$ cat config.mk
export PLATFORM = sky130hd
export DESIGN_NAME = ifu_bht_pre_array_ctrl
export DESIGN_NICKNAME = d
export VERILOG_FILES = /design/src/rtl/ifu_bht_pre_array_ctrl.sv
export SDC_FILE = /design/constraint.sdc
export NUM_CORES = 1
export LEC_CHECK = 0
export ABC_CLOCK_PERIOD_IN_PS = 1930
export BUFFER_PORTS_ARGS = -buffer_cell sky130_fd_sc_hd__buf_2
export CORE_ASPECT_RATIO = 1.1
export CORE_MARGIN = 2
export CORE_UTILIZATION = 43
export CTS_CLUSTER_DIAMETER = 150
export CTS_CLUSTER_SIZE = 10
export DETAILED_ROUTE_END_ITERATION = 12
export PLACE_DENSITY = 0.77
export SYNTH_ARGS = -nofsm -noshare
export SYNTH_HDL_FRONTEND = slang
export SYNTH_SLANG_ARGS = --single-unit
$ cat constraint.sdc
create_clock -name forever_cpuclk -period 1.93 [get_ports forever_cpuclk]
set_input_delay 0.193 -clock forever_cpuclk [delete_from_list [all_inputs] [get_ports forever_cpuclk]]
set_output_delay 0.193 -clock forever_cpuclk [all_outputs]
set_load 0.01 [all_outputs]
$ cat src/rtl/ifu_bht_pre_array_ctrl.sv
// Control stage in front of the BHT prediction array: init sweep, lookup vs. update
// arbitration, masked 2-bit counter writes and fixed-latency lookup return.
//
// state | meaning
// INIT  | sweeping INIT_DATA into every entry, one write per cycle
// RUN   | serving lookups, draining buffered counter updates when no lookup
module ifu_bht_pre_array_ctrl #(
  parameter int IDX_W      = 10,
  parameter int DATA_W     = 64,
  parameter int POS_W      = 5,
  parameter int WBUF_DEPTH = 2,
  parameter logic [DATA_W-1:0] INIT_DATA = 64'h3333_3333_3333_3333
) (
  input  logic              forever_cpuclk,
  input  logic              cpurst,
  input  logic              cp0_bht_inv,
  input  logic              rd_req,
  input  logic [IDX_W-1:0]  rd_idx,
  output logic              rd_vld,
  output logic [DATA_W-1:0] rd_data,
  input  logic              upd_req,
  output logic              upd_rdy,
  input  logic [IDX_W-1:0]  upd_idx,
  input  logic [POS_W-1:0]  upd_pos,
  input  logic [1:0]        upd_val,
  output logic              init_busy,
  output logic [IDX_W-1:0]  bht_pred_array_index,
  output logic              bht_pred_array_cen_b,
  output logic              bht_pred_array_gwen,
  output logic [DATA_W-1:0] bht_pred_bwen,
  output logic [DATA_W-1:0] bht_pred_array_din,
  output logic              bht_pre_array_clk_en,
  input  logic [DATA_W-1:0] bht_pre_data_out
);

  localparam int PTR_W = (WBUF_DEPTH > 1) ? $clog2(WBUF_DEPTH) : 1;
  localparam int CNT_W = $clog2(WBUF_DEPTH + 1);

  typedef enum logic {ST_INIT, ST_RUN} state_t;

  state_t             state_q, state_d;
  logic [IDX_W-1:0]   sweep_q, sweep_d;
  logic               acc_init, acc_rd, acc_wr;
  logic               rd_pend;

  logic [IDX_W-1:0]   wb_idx [WBUF_DEPTH];
  logic [POS_W-1:0]   wb_pos [WBUF_DEPTH];
  logic [1:0]         wb_val [WBUF_DEPTH];
  logic [PTR_W-1:0]   wr_ptr, rd_ptr;
  logic [CNT_W-1:0]   wb_cnt;
  logic               wb_empty, wb_full, push, pop, flush;

  logic [IDX_W-1:0]   head_idx;
  logic [POS_W-1:0]   head_pos;
  logic [1:0]         head_val;
  logic [DATA_W-1:0]  head_mask, head_din;

  assign wb_empty = (wb_cnt == '0);
  assign wb_full  = (wb_cnt == CNT_W'(WBUF_DEPTH));
  assign upd_rdy  = (state_q == ST_RUN) && !wb_full;
  assign flush    = (state_q == ST_RUN) && cp0_bht_inv;
  assign push     = upd_req && upd_rdy && !flush;
  assign pop      = acc_wr;
  assign rd_data  = bht_pre_data_out;

  assign head_idx  = wb_idx[rd_ptr];
  assign head_pos  = wb_pos[rd_ptr];
  assign head_val  = wb_val[rd_ptr];
  assign head_mask = {{(DATA_W-2){1'b0}}, 2'b11} << {head_pos, 1'b0};
  assign head_din  = {{(DATA_W-2){1'b0}}, head_val} << {head_pos, 1'b0};

  always_comb begin
    state_d  = state_q;
    sweep_d  = sweep_q;
    acc_init = 1'b0;
    acc_rd   = 1'b0;
    acc_wr   = 1'b0;
    case (state_q)
      ST_INIT: begin
        if (cp0_bht_inv) begin
          sweep_d = '0;
        end else begin
          acc_init = 1'b1;
          sweep_d  = sweep_q + 1'b1;
          if (sweep_q == '1) state_d = ST_RUN;
        end
      end
      default: begin
        if (cp0_bht_inv) begin
          state_d = ST_INIT;
          sweep_d = '0;
        end else if (rd_req) begin
          acc_rd = 1'b1;
        end else if (!wb_empty) begin
          acc_wr = 1'b1;
        end
      end
    endcase
  end

  always_ff @(posedge forever_cpuclk) begin
    if (cpurst) begin
      state_q   <= ST_INIT;
      sweep_q   <= '0;
      init_busy <= 1'b1;
      rd_pend   <= 1'b0;
      rd_vld    <= 1'b0;
    end else begin
      state_q   <= state_d;
      sweep_q   <= sweep_d;
      // lags the state by one cycle so it covers the last sweep write on the pins
      init_busy <= (state_q == ST_INIT);
      rd_pend   <= acc_rd;
      rd_vld    <= rd_pend && !cp0_bht_inv;
    end
  end

  always_ff @(posedge forever_cpuclk) begin
    if (cpurst) begin
      bht_pred_array_index <= '0;
      bht_pred_array_cen_b <= 1'b1;
      bht_pred_array_gwen  <= 1'b1;
      bht_pred_bwen        <= '1;
      bht_pred_array_din   <= '0;
      bht_pre_array_clk_en <= 1'b0;
    end else if (acc_init) begin
      bht_pred_array_index <= sweep_q;
      bht_pred_array_cen_b <= 1'b0;
      bht_pred_array_gwen  <= 1'b0;
      bht_pred_bwen        <= '0;
      bht_pred_array_din   <= INIT_DATA;
      bht_pre_array_clk_en <= 1'b1;
    end else if (acc_rd) begin
      bht_pred_array_index <= rd_idx;
      bht_pred_array_cen_b <= 1'b0;
      bht_pred_array_gwen  <= 1'b1;
      bht_pred_bwen        <= '1;
      bht_pre_array_clk_en <= 1'b1;
    end else if (acc_wr) begin
      bht_pred_array_index <= head_idx;
      bht_pred_array_cen_b <= 1'b0;
      bht_pred_array_gwen  <= 1'b0;
      bht_pred_bwen        <= ~head_mask;
      bht_pred_array_din   <= head_din;
      bht_pre_array_clk_en <= 1'b1;
    end else begin
      bht_pred_array_cen_b <= 1'b0 | 1'b1;
      bht_pred_array_gwen  <= 1'b1;
      bht_pred_bwen        <= '1;
      bht_pre_array_clk_en <= 1'b0;
    end
  end

  always_ff @(posedge forever_cpuclk) begin
    if (cpurst || flush) begin
      wr_ptr <= '0;
      rd_ptr <= '0;
      wb_cnt <= '0;
    end else begin
      if (push) wr_ptr <= (wr_ptr == PTR_W'(WBUF_DEPTH-1)) ? '0 : wr_ptr + 1'b1;
      if (pop)  rd_ptr <= (rd_ptr == PTR_W'(WBUF_DEPTH-1)) ? '0 : rd_ptr + 1'b1;
      case ({push, pop})
        2'b10:   wb_cnt <= wb_cnt + 1'b1;
        2'b01:   wb_cnt <= wb_cnt - 1'b1;
        default: wb_cnt <= wb_cnt;
      endcase
    end
  end

  always_ff @(posedge forever_cpuclk) begin
    if (push) begin
      wb_idx[wr_ptr] <= upd_idx;
      wb_pos[wr_ptr] <= upd_pos;
      wb_val[wr_ptr] <= upd_val;
    end
  end

endmodule
==> Implementation_results.wiki, run 1 <==
{| class="wikitable"
! Metric !! Value
|-
| Post-DP Area || about 7400 um^2
|-
| # nets final || 862
|-
| Crit end category || register
|-
| Setup violations, final || 0
|-
| Final non-filler cell area || 8200 um^2
|-
| Hold slack final || around 0.11 ns
|-
| Clock insertion delay at the later pin of the skew report || roughly 0.43 ns
|-
| Share of synthesized flip-flops with an asynchronous set or reset || 0%
|-
| Setup slack of the worst register-to-register path || 0.08 ns
|-
| Fraction of post-synthesis cell area in the top cell type by area || between 30% and 40%
|-
| Die W || ~120 um
|-
| Leading cell type by number of instances after synthesis || dfxtp_1
|-
| Post-synth top area cell || dfxtp_1
|-
| Met1 layer wirelength in the final routing || 6.79 mm
|-
| Most frequently used flop master after synthesis || dfxtp_1
|-
| Worst vdd rail ir drop || ~0.54 mV
|-
| Via density || roughly 5.3
|-
| Largest net degree at the start of global routing || 37
|-
| CTS tree || done
|-
| DR iter-0 viols || around 260
|-
| Final critical-path required period || 1.85 ns
|-
| Core Rows || 48
|-
| Synth top area cells || dfxtp_1 (38%), edfxtp_1 (15%), buf_4 (11%)
|-
| Data required time at the worst endpoint || between 2 and 2.5 ns
|-
| Cell area after synthesis || 6760 um^2
|-
| DR WL met3 || roughly 1.5 mm
|-
| Total number of clock tree sinks || 162
|-
| Port-buffer cells || between 150 and 200
|-
| Number of buffers on the longest clock path || 2
|-
| Largest fanout on the critical path || 18
|-
| CTS root buf || clkbuf_16
|-
| Unrepaired setup endpoints after global routing || no
|-
| Highest metal layer with signal wires || met5
|-
| Number of nets still failing antenna checks after routing || 0
|-
| Number of slew-limit violations in the final report || 0
|-
| Syn_area_per_cell || about 11 um^2
|-
| Syn-to-layout area delta || 21.4%
|-
| Outcome || completed
|-
| Setup WS post-layout || 0.0780 ns
|-
| Maximum frequency from static timing analysis || between 500 and 600 MHz
|-
| Final setup skew || 0.0119 ns
|-
| Flops & latches, synth || 162
|-
| Delay of the slowest cell on the worst path || 0.53 ns
|-
| Ranking of synthesized cells by instance count || dfxtp_1 (128), buf_4 (97), nor2_1 (54), a22oi_1 (40), edfxtp_1 (34)
|-
| Die height || 135 um
|-
| Antenna violations before repair || 3
|-
| GRT Util Overall || about a fifth
|-
| WS Path Type || reg2reg
|-
| Max_cap viols || 0
|-
| Portion of the post-synthesis area used by sequential elements || ~53%
|-
| Post-Place Setup Slack || 0.00898 ns
|-
| Setup crit start kind || register
|-
| Number of cells on the worst reg-to-reg path || 5
|-
| Max-slew headroom at the worst pin || approximately 53%
|-
| Number of placed instances with taps included || 927
|-
| Vias in the first global route || ~4800
|-
| Ordered cell list for the critical path || buf_12 -> or3b_4 -> and2_2 -> or4_1 -> a21oi_2
|-
| # DRC || 0
|-
| Total nets after synthesis || 738
|-
| Aggregate global routing overflow || 0
|-
| Arrival time at the worst endpoint || approximately 2.2 ns
|-
| Capture point of the worst reg-to-reg path || bht_pred_array_din[1]
|-
| Final worst path period share || about 96%
|-
| Layout filler cell count || roughly 1400
|-
| Via count || 5200
|-
| Die Area || roughly 17000 um^2
|-
| Number of synthesized flops with an enable pin || 34
|-
| Average wire per cell in the routed design || 17.7 um
|-
| Final Util || 52.7%
|-
| Core area || 15600 um^2
|-
| Slew at the pin closest to its max-slew limit || slightly below 0.7 ns
|-
| Share of layout cells above drive strength 1 || between 30% and 40%
|-
| Total of warnings raised by yosys || 0
|-
| Clock Pin Slew Worst Setup and Hold Paths || ~0.060 ns
|-
| Total Wirelength || around 17 mm
|-
| Cell leakage power || roughly 3.5 nW
|-
| Hold crit path type || in2reg
|-
| P per Cell Area || a little under 900 nW/um^2
|-
| Count of different cell masters after synthesis || 49
|-
| Final-report hold violation count || 0
|-
| Global-route wire length before repair || between 20 and 30 mm
|-
| TritonRoute pass-1 iters || 5
|-
| Number of placed I/O pins || between 300 and 400
|-
| Cell count after synthesis || 640
|-
| Placed wire-length estimate || 12.6 mm
|-
| Total CTS buffers || 17
|-
| Worst setup path end || bht_pred_array_din[1]
|-
| Number of H-tree levels || 4
|-
| Routability Congestion || between 0.8 and 0.9
|-
| Fin cells || 980
|-
| Slowest CP cell || or4_1
|-
| Initial cell density of the core || approximately 43%
|-
| Met2 layer wire length in the routed design || between 8 and 9 mm
|}
-- registers in the layout, indices dropped and copies added (netlist names), 2 cells and up, named ones only --
signal and count:
wb_pos 10, wb_val 4, wb_idx 20, bht_pred_array_index 10, bht_pred_array_din 64, bht_pred_bwen 32
sweep_q 10, wb_cnt 2
-- cell families after synthesis --
group           count (synthesis)  synth area share (%)
compound gates                152                  17.6
xor+xnor                       11                  1.43
mux                            15                  2.43
buf+inv                       141                  13.5
fa+ha+maj                       2                 0.370
flops                         162                  53.0
simple gates                  157                  11.7
-- layout by cell type, fill, tap and decap left out, types with 7 or more instances in the layout --
cell           instances
dlygate4sd3_1         17
nor2_1                51
buf_4                 43
nand3b_1               7
clkbuf_16             18
o211a_1               25
inv_1                  7
mux2i_1               13
nor3_1                18
xnor2_1                7
nand2_1               33
nand3_1                7
edfxtp_1              34
a21o_1                17
dfxtp_1              127
a221o_1               25
buf_2                175
o21ai_0               26
a22oi_1               40
-- per-layer routing --
metal | up-vias | global-route usage [%]
met5 | - | 0
met4 | 2 | 7.13
met3 | 28 | 8.38
met2 | 240 | 34.0
met1 | 2473 | 23.2
li1 | 2457 | -
-- where the power goes --
group | switching [mW] | internal (mW) | total [mW]
clock | 1.41 | 1.79 | 3.20
sequential | 0.0493 | 3.55 | 3.60
combinational | 0.239 | 0.201 | 0.440
-- how the worst min path moves through the flow --
stage                     startpoint                      end  slack [ns]  cells after the start
after detailed placement  upd_idx[1]             wb_idx[0][1]        0.38                      1
after CTS                     cpurst                  rd_pend         0.1                      2
after global routing       rd_idx[3]  bht_pred_array_index[3]        0.12                      3
after floorplan           upd_idx[0]             wb_idx[0][0]        0.29                      0
final                         rd_req                  rd_pend        0.11                      3
after global placement    upd_idx[3]             wb_idx[0][3]        0.38                      1
-- what timing repair did --
action	CTS	global route
endpoints found under the setup margin	2	59
endpoints found under the hold margin	34	0
hold buffers	17	0
resized for setup	2	16
buffers inserted	0	1
pin swaps	0	0
-- critical path: cells and delay by family (launching register included) --
| family | cells | cell delay [ns] |
|---|---|---|
| compound gates | 1 | 0.15 |
| buf+inv | 1 | 0.14 |
| flops | 1 | 0.35 |
| simple gates | 3 | 1.15 |
-- stage by stage --
stage          power, mW  TNS [ns]
2_1_floorplan       4.05     -1.32
3_3_place_gp        4.07         0
3_5_place_dp        4.08         0
4_1_cts             7.30         0
5_1_grt             7.49         0
6_report            7.24         0
-- final cells by class --
| class | count | area, um^2 | area share [%] |
|---|---|---|---|
| flip-flops and latches | 162 | 3580 | 43.7 |
| multi-input cells | 337 | 2340 | 28.5 |
| repair buffers | 238 | 1430 | 17.4 |
| clock buffers | 21 | 472 | 5.75 |
| well taps | 200 | 250 | 3.05 |
| clock inverters | 11 | 88.8 | 1.08 |
| inverters | 8 | 30.0 | 0.366 |
| diodes | 3 | 7.51 | 0.0915 |
No activity file was read; power rests on OpenSTA's default activity.
==> run 2, diff against run 1 <==
ABC_CLOCK_PERIOD_IN_PS = 2110   (was 1930)
CORE_UTILIZATION = 45   (was 43)
clock period = 2.11 ns   (was 1.93 ns; I/O delays follow)
==> run 2 against run 1 <==
Global-route usage up 2.8 points. Largest power group unchanged. Maximum frequency down 3.8%. Critical endpoint is now bht_pred_bwen[53]. Largest cell class unchanged. Cell count down 1.9%.
==> Implementation_results.wiki, run 2 (synthesis results as in run 1) <==
{| class="wikitable"
! Metric !! Value
|-
| Outcome || completed
|-
| Worst Path Buf+Inv || 0 (-1)
|-
| TritonRoute pass-1 iters || 5 (unchanged)
|-
| CTS tree || done
|-
| Via count || 5158 (-0.81%)
|-
| Global-route wire length before repair || 27.8 mm (+8.9%)
|-
| Max_cap viols || 0 (unchanged)
|-
| Clock Pin Slew Worst Setup and Hold Paths || 0.06 ns (about the same)
|-
| Final setup skew || 0.0123 ns (+0.000449 ns)
|-
| Number of slew-limit violations in the final report || 0 (unchanged)
|-
| Cell leakage power || 3.47 nW (-1.6%)
|-
| Maximum frequency from static timing analysis || 519 MHz (-3.8%)
|-
| Largest registers || bht_pred_array_din x64, bht_pred_bwen x32, wb_idx x20
|-
| Data required time at the worst endpoint || 2.40 ns (+0.11 ns)
|-
| CTS root buf || clkbuf_16
|-
| Final critical-path required period || 1.93 ns (+0.0741 ns)
|-
| Die W || 121 um (-2.2%)
|-
| Largest register by flop count || bht_pred_array_din
|-
| Total number of clock tree sinks || 162 (unchanged)
|-
| Port-buffer cells || 175 (unchanged)
|-
| Number of nets still failing antenna checks after routing || 0 (unchanged)
|-
| Via density || 5.37 (+1.2%)
|-
| Vias in the first global route || 4914 (+2.6%)
|-
| Slowest CP cell || or3b_2
|-
| Setup crit start kind || register
|-
| Arrival time at the worst endpoint || 2.21 ns (about the same)
|-
| Total Wirelength || 18.7 mm (+8.0%)
|-
| Die Area || 16000 um^2 (-4.3%)
|-
| Number of placed I/O pins || 304 (unchanged)
|-
| Worst vdd rail ir drop || 0.574 mV (+6.0%)
|-
| Commonest non-fill, non-tap cell in the layout || buf_2
|-
| Aggregate negative setup slack || 0 ns (unchanged)
|-
| Unrepaired setup endpoints after global routing || no
|-
| Core Rows || 46 (-4.2%)
|-
| WS Path Type || reg2reg
|-
| Initial cell density of the core || 46.4% (+3.0 points)
|-
| Antenna cell count || 0 (-3)
|-
| Total CTS buffers || 17 (unchanged)
|-
| Placed wire-length estimate || 14.1 mm (+12%)
|-
| Most used cells in the layout excluding fill and tap cells || buf_2 (175), dfxtp_1 (127), nor2_1 (53), a22oi_1 (40), buf_4 (38)
|-
| Post-CTS Repair Setup Buffers || 0 (unchanged)
|-
| Number of flip-flops in the largest register || 64 (unchanged)
|-
| Crit end category || register
|-
| Number of H-tree levels || 4 (unchanged)
|-
| Number of buffers on the longest clock path || 2 (unchanged)
|-
| Average wire per cell in the routed design || 19.5 um (+10%)
|-
| Layout filler cell count || 1282 (-7.0%)
|-
| Max-slew headroom at the worst pin || 42.7% (-11 points)
|-
| Aggregate global routing overflow || 0 (unchanged)
|-
| P per Cell Area || 825 nW/um^2 (-6.5%)
|-
| Dominant delay contributor by cell family on the critical path || simple AND/OR/NAND/NOR gates
|-
| GRT Util Overall || 23.1% (+2.8 points)
|-
| Antenna violations before repair || 0 (-3)
|-
| # nets final || 854 (-0.93%)
|-
| Largest fanout on the critical path || 16 (-2)
|-
| Hold slack final || 0.123 ns (+0.00831 ns)
|-
| Final non-filler cell area || 8030 um^2 (-2.1%)
|-
| Clock insertion delay at the later pin of the skew report || 0.43 ns (about the same)
|-
| Setup violations, final || 0 (unchanged)
|-
| Delay of the slowest cell on the worst path || 0.52 ns (about the same)
|-
| Largest net degree at the start of global routing || 37 (unchanged)
|-
| Syn-to-layout area delta || 18.8%
|-
| Ordered cell list for the critical path || or3b_2 -> and2_0 -> nor3_1 -> o21ai_0
|-
| Share of layout cells above drive strength 1 || 33.8% (-2.2 points)
|-
| Routability Congestion || 0.822 (-3.6%)
|-
| Final worst path period share || 91.3% (-4.7 points)
|-
| Hold crit path type || in2reg
|-
| Final-report hold violation count || 0 (unchanged)
|-
| Slew at the pin closest to its max-slew limit || 0.857 ns (+0.161 ns)
|-
| # DRC || 0 (unchanged)
|-
| Post-DP Area || 7280 um^2 (-1.4%)
|-
| Die height || 133 um (-2.2%)
|-
| Core area || 14600 um^2 (-6.4%)
|-
| DR iter-0 viols || 365 (+42%)
|}
==> run 2: cell types whose count changed in the layout (fill, tap and decap cells not counted), sizes merged <==
cell	before	now
buf	221	213
bufinv	0	1
clkbuf	21	20
clkinv	3	8
diode	3	0
inv	15	10
==> run 2: power breakdown <==
part	leakage, nW	internal (mW)	switching, mW
combinational	1.83	0.181	0.219
clock	0.282	1.69	1.24
sequential	1.36	3.25	0.0496
==> run 2: worst register-to-register path, cell delays in order (launching register included) <==
cell and delay (ns):
dfxtp_2 0.41, or3b_2 0.53, and2_0 0.29, nor3_1 0.41
o21ai_0 0.14
==> run 2: final timing paths <==
path | cells after the start | slack [ns] | end | start
min reg2reg | 2 | 0.42 | rd_vld | rd_pend
max | 4 | 0.18 | bht_pred_bwen[53] | register
min | 3 | 0.12 | bht_pred_array_index[2] | rd_idx[2]
max reg2reg | 4 | 0.18 | bht_pred_bwen[53] | register
==> run 2: layout make-up <==
| class | instances | area (um^2) | share of cell area, % |
|---|---|---|---|
| flip-flops and latches | 162 | 3580 | 44.7 |
| multi-input cells | 337 | 2270 | 28.3 |
| repair buffers | 230 | 1330 | 16.6 |
| clock buffers | 20 | 457 | 5.69 |
| well taps | 192 | 240 | 2.99 |
| clock inverters | 12 | 109 | 1.36 |
| inverters | 8 | 30.0 | 0.374 |
==> run 2: per-layer routing <==
metal | track usage [%] | share of wire [%] | vias up
li1 | - | - | 2454
met1 | 25.3 | 37 | 2393
met2 | 37.5 | 49 | 279
met3 | 13.3 | 13 | 30
met4 | 7.36 | 1.8 | 2
met5 | 1.88 | 0.19 | -
==> run 2: metrics by stage <==
stage               std cells  power [mW]  setup slack [ns]  utilization [%]
CTS                       961        6.67            0.0442             55.0
global placement          912        3.73            0.0919             50.0
detailed placement        912        3.74            0.0465             50.0
global route              961        6.84            0.0706             55.1
floorplan                 640        3.71             0.116                -
finish                    961        6.62             0.184             55.1
==> run 2: repair_timing <==
| action | in CTS | in global routing |
|---|---|---|
| gates resized for setup | 0 | 3 |
| hold endpoints to repair | 34 | 0 |
| setup endpoints to repair | 0 | 39 |
| hold buffers | 17 | 0 |
==> run 3, diff against run 2 <==
ABC_AREA = 1   (was default)
CORE_UTILIZATION = 48   (was 45)
PLACE_DENSITY = 0.81   (was 0.77)
==> run 3 against run 2 <==
Cell area rose by 0.36%. Worst setup slack improved by 0.091 ns. Register-to-register slack improved by 0.09 ns. Via count rose by 14%. Non-clock buffer count fell by 17. Synthesized area rose by 3.1%. Combinational power rose by 4%. Sequential cell count did not move. Largest power group unchanged.
==> Implementation_results.wiki, run 3 <==
{| class="wikitable"
! Metric !! Value
|-
| Die height || 130 um (-1.6%)
|-
| Most frequently used flop master after synthesis || dfxtp_1
|-
| Total nets after synthesis || 946 (+28%)
|-
| DR iter-0 viols || 544 (+49%)
|-
| Number of nets still failing antenna checks after routing || 0 (unchanged)
|-
| Synth top area cells || dfxtp_1 (37%), edfxtp_1 (15%), nand2_1 (12%)
|-
| Max-slew headroom at the worst pin || 55.7% (+13 points)
|-
| Largest registers || bht_pred_array_din x64, bht_pred_bwen x32, wb_idx x20
|-
| Post-Place Setup Slack || 0.357 ns (+0.311 ns)
|-
| Worst Path Buf+Inv || 2 (+2)
|-
| Total Wirelength || 19.2 mm (+2.4%)
|-
| Fraction of post-synthesis cell area in the top cell type by area || 36.8% (-1.1 points)
|-
| Antenna cell count || 0 (unchanged)
|-
| Via count || 5891 (+14%)
|-
| CTS tree || done
|-
| Most frequent cell on the critical path || nand2_1
|-
| Clock insertion delay at the later pin of the skew report || 0.42 ns (about the same)
|-
| Flops & latches, synth || 162 (unchanged)
|-
| Most used cells in the layout excluding fill and tap cells || nand2_1 (214), buf_2 (175), dfxtp_1 (128), nand3_1 (93), a21oi_1 (59)
|-
| Leading cell type by number of instances after synthesis || nand2_1
|-
| Average wire per cell in the routed design || 16.7 um (-14%)
|-
| Number of H-tree levels || 4 (unchanged)
|-
| Post-DP Area || 7320 um^2 (+0.60%)
|-
| Syn_area_per_cell || 8.22 um^2 (-22%)
|-
| P per Cell Area || 822 nW/um^2 (-0.28%)
|-
| Core Rows || 46 (unchanged)
|-
| Arrival time at the worst endpoint || 2.14 ns (-0.07 ns)
|-
| Number of slew-limit violations in the final report || 0 (unchanged)
|-
| Post-CTS Repair Setup Buffers || 0 (unchanged)
|-
| Setup violations, final || 0 (unchanged)
|-
| Largest net degree at the start of global routing || 33 (-11%)
|-
| Worst vdd rail ir drop || 0.651 mV (+13%)
|-
| Delay of the slowest cell on the worst path || 0.37 ns (-0.15 ns)
|-
| Share of layout cells above drive strength 1 || 26.1% (-7.7 points)
|-
| Final setup skew || 0.00901 ns (-0.00329 ns)
|-
| Count of different cell masters after synthesis || 31 (-37%)
|-
| Final worst path period share || 87.0% (-4.3 points)
|-
| Min-Delay Path Depth || 2 (-1)
|-
| Syn-to-layout area delta || 15.6%
|-
| Port-buffer cells || 175 (unchanged)
|-
| Setup crit start kind || register
|-
| Global-route wire length before repair || 28.7 mm (+3.5%)
|-
| Routability Congestion || 0.861 (+4.7%)
|-
| Crit end category || register
|-
| Portion of the post-synthesis area used by sequential elements || 51.4% (-1.6 points)
|-
| Slew at the pin closest to its max-slew limit || 0.657 ns (-0.200 ns)
|-
| Number of synthesized flops with an enable pin || 34 (unchanged)
|-
| Vias in the first global route || 5362 (+9.1%)
|-
| Number of flip-flops in the largest register || 64 (unchanged)
|-
| Data required time at the worst endpoint || 2.41 ns (about the same)
|-
| Setup WS post-layout || 0.274 ns (+0.0906 ns)
|-
| TritonRoute pass-1 iters || 6 (+1)
|-
| Commonest non-fill, non-tap cell in the layout || nand2_1
|-
| Ordered cell list for the critical path || buf_4 -> nand2_1 -> o21ai_1 -> nand3_1 -> nor2_1 -> inv_1 -> o21ai_0 -> nand2_1
|-
| Final critical-path required period || 1.84 ns (-0.0906 ns)
|-
| Number of cells on the worst reg-to-reg path || 8 (+4)
|-
| Clock Pin Slew Worst Setup and Hold Paths || 0.06 ns (about the same)
|-
| Final non-filler cell area || 8060 um^2 (+0.36%)
|-
| Aggregate negative setup slack || 0 ns (unchanged)
|-
| Number of buffers on the longest clock path || 2 (unchanged)
|-
| CTS root buf || clkbuf_16
|-
| Maximum frequency from static timing analysis || 545 MHz (+4.9%)
|-
| Max_cap viols || 0 (unchanged)
|-
| Die Area || 15500 um^2 (-3.2%)
|-
| Die W || 119 um (-1.6%)
|-
| Via density || 5.14 (-4.3%)
|-
| Cell count after synthesis || 848 (+33%)
|-
| Post-synth top area cell || dfxtp_1
|-
| Placed wire-length estimate || 14.4 mm (+2.1%)
|-
| Final-report hold violation count || 0 (unchanged)
|-
| Largest register by flop count || bht_pred_array_din
|-
| Slowest CP cell || dfxtp_1
|-
| Outcome || completed
|-
| WP depth || 8 (+4)
|-
| Number of placed I/O pins || 304 (unchanged)
|-
| Dominant delay contributor by cell family on the critical path || simple AND/OR/NAND/NOR gates
|-
| Initial cell density of the core || 48.6% (+2.2 points)
|-
| Total of warnings raised by yosys || 0 (unchanged)
|-
| GRT Util Overall || 24.1% (+1.0 points)
|-
| Hold crit path type || in2reg
|-
| Ranking of synthesized cells by instance count || nand2_1 (214), dfxtp_1 (128), buf_4 (101), nand3_1 (93), a21oi_1 (59)
|-
| Unrepaired setup endpoints after global routing || no
|-
| Cell leakage power || 3.47 nW (about the same)
|-
| # nets final || 1041 (+22%)
|-
| WS Path Type || reg2reg
|-
| # DRC || 0 (unchanged)
|-
| Antenna violations before repair || 0 (unchanged)
|-
| Core area || 14300 um^2 (-1.6%)
|-
| Cell area after synthesis || 6970 um^2 (+3.1%)
|-
| Total CTS buffers || 17 (unchanged)
|-
| Largest fanout on the critical path || 12 (-4)
|-
| Total number of clock tree sinks || 162 (unchanged)
|-
| Aggregate global routing overflow || 0 (unchanged)
|-
| Share of synthesized flip-flops with an asynchronous set or reset || 0% (unchanged)
|}
==> run 3: final timing paths <==
check | start | to | slack (ns)
hold reg to reg | bht_pred_array_din[48] | bht_pred_array_din[48] | 0.45
hold / removal | cpurst | state_q | 0.11
setup reg to reg | register | bht_pred_bwen[47] | 0.27
setup / recovery | register | bht_pred_bwen[47] | 0.27
==> run 3: cell type report <==
class	instances	area, um^2
clock buffer	19	455
clock inverter	12	109
fill	1246	6280
inverter	41	154
multi-input combinational	508	2310
sequential	162	3580
tap	192	240
timing repair buffer	213	1200
==> run 3: kinds of logic (layout without fill, tap and decap cells) <==
group	after synthesis	count (layout)	share of synthesized area [%]
AO/OA/AOI/OAI	127	127	9.45
XOR/XNOR	1	1	0.126
adder cells (fa/ha/maj)	2	2	0.359
buffers and inverters	178	285	15.4
flip-flops	162	162	51.4
AND/OR/NAND/NOR	378	378	23.2
==> run 3: metrics by stage <==
stage	power, mW	std cells	hold WS [ns]	util (%)
after CTS	6.66	1146	0.00667	56.1
final	6.62	1147	0.110	56.2
after global routing	6.86	1147	0.128	56.2
after floorplan	3.71	848	0.310	-
after global placement	3.74	1099	0.400	51.1
after detailed placement	3.75	1099	0.405	51.1
==> run 3: where the power goes <==
group          leakage [nW]  switching (mW)  internal, mW
logic                  1.83           0.251         0.165
clock network         0.277            1.23          1.69
registers              1.36          0.0440          3.25
total                  3.47            1.52          5.10
==> run 3: what timing repair did <==
| item | CTS | global route |
|---|---|---|
| gates resized for setup | 0 | 0 |
| endpoints found under the hold margin | 32 | 2 |
| hold buffers | 16 | 1 |
==> run 3: per-layer routing <==
metal | track usage (%) | up-vias | wire (um)
li1 | - | 2862 | -
met1 | 26.5 | 2637 | 6820
met2 | 40.3 | 344 | 9230
met3 | 11.3 | 48 | 2510
met4 | 10.5 | 0 | 631
met5 | 0 | - | 0
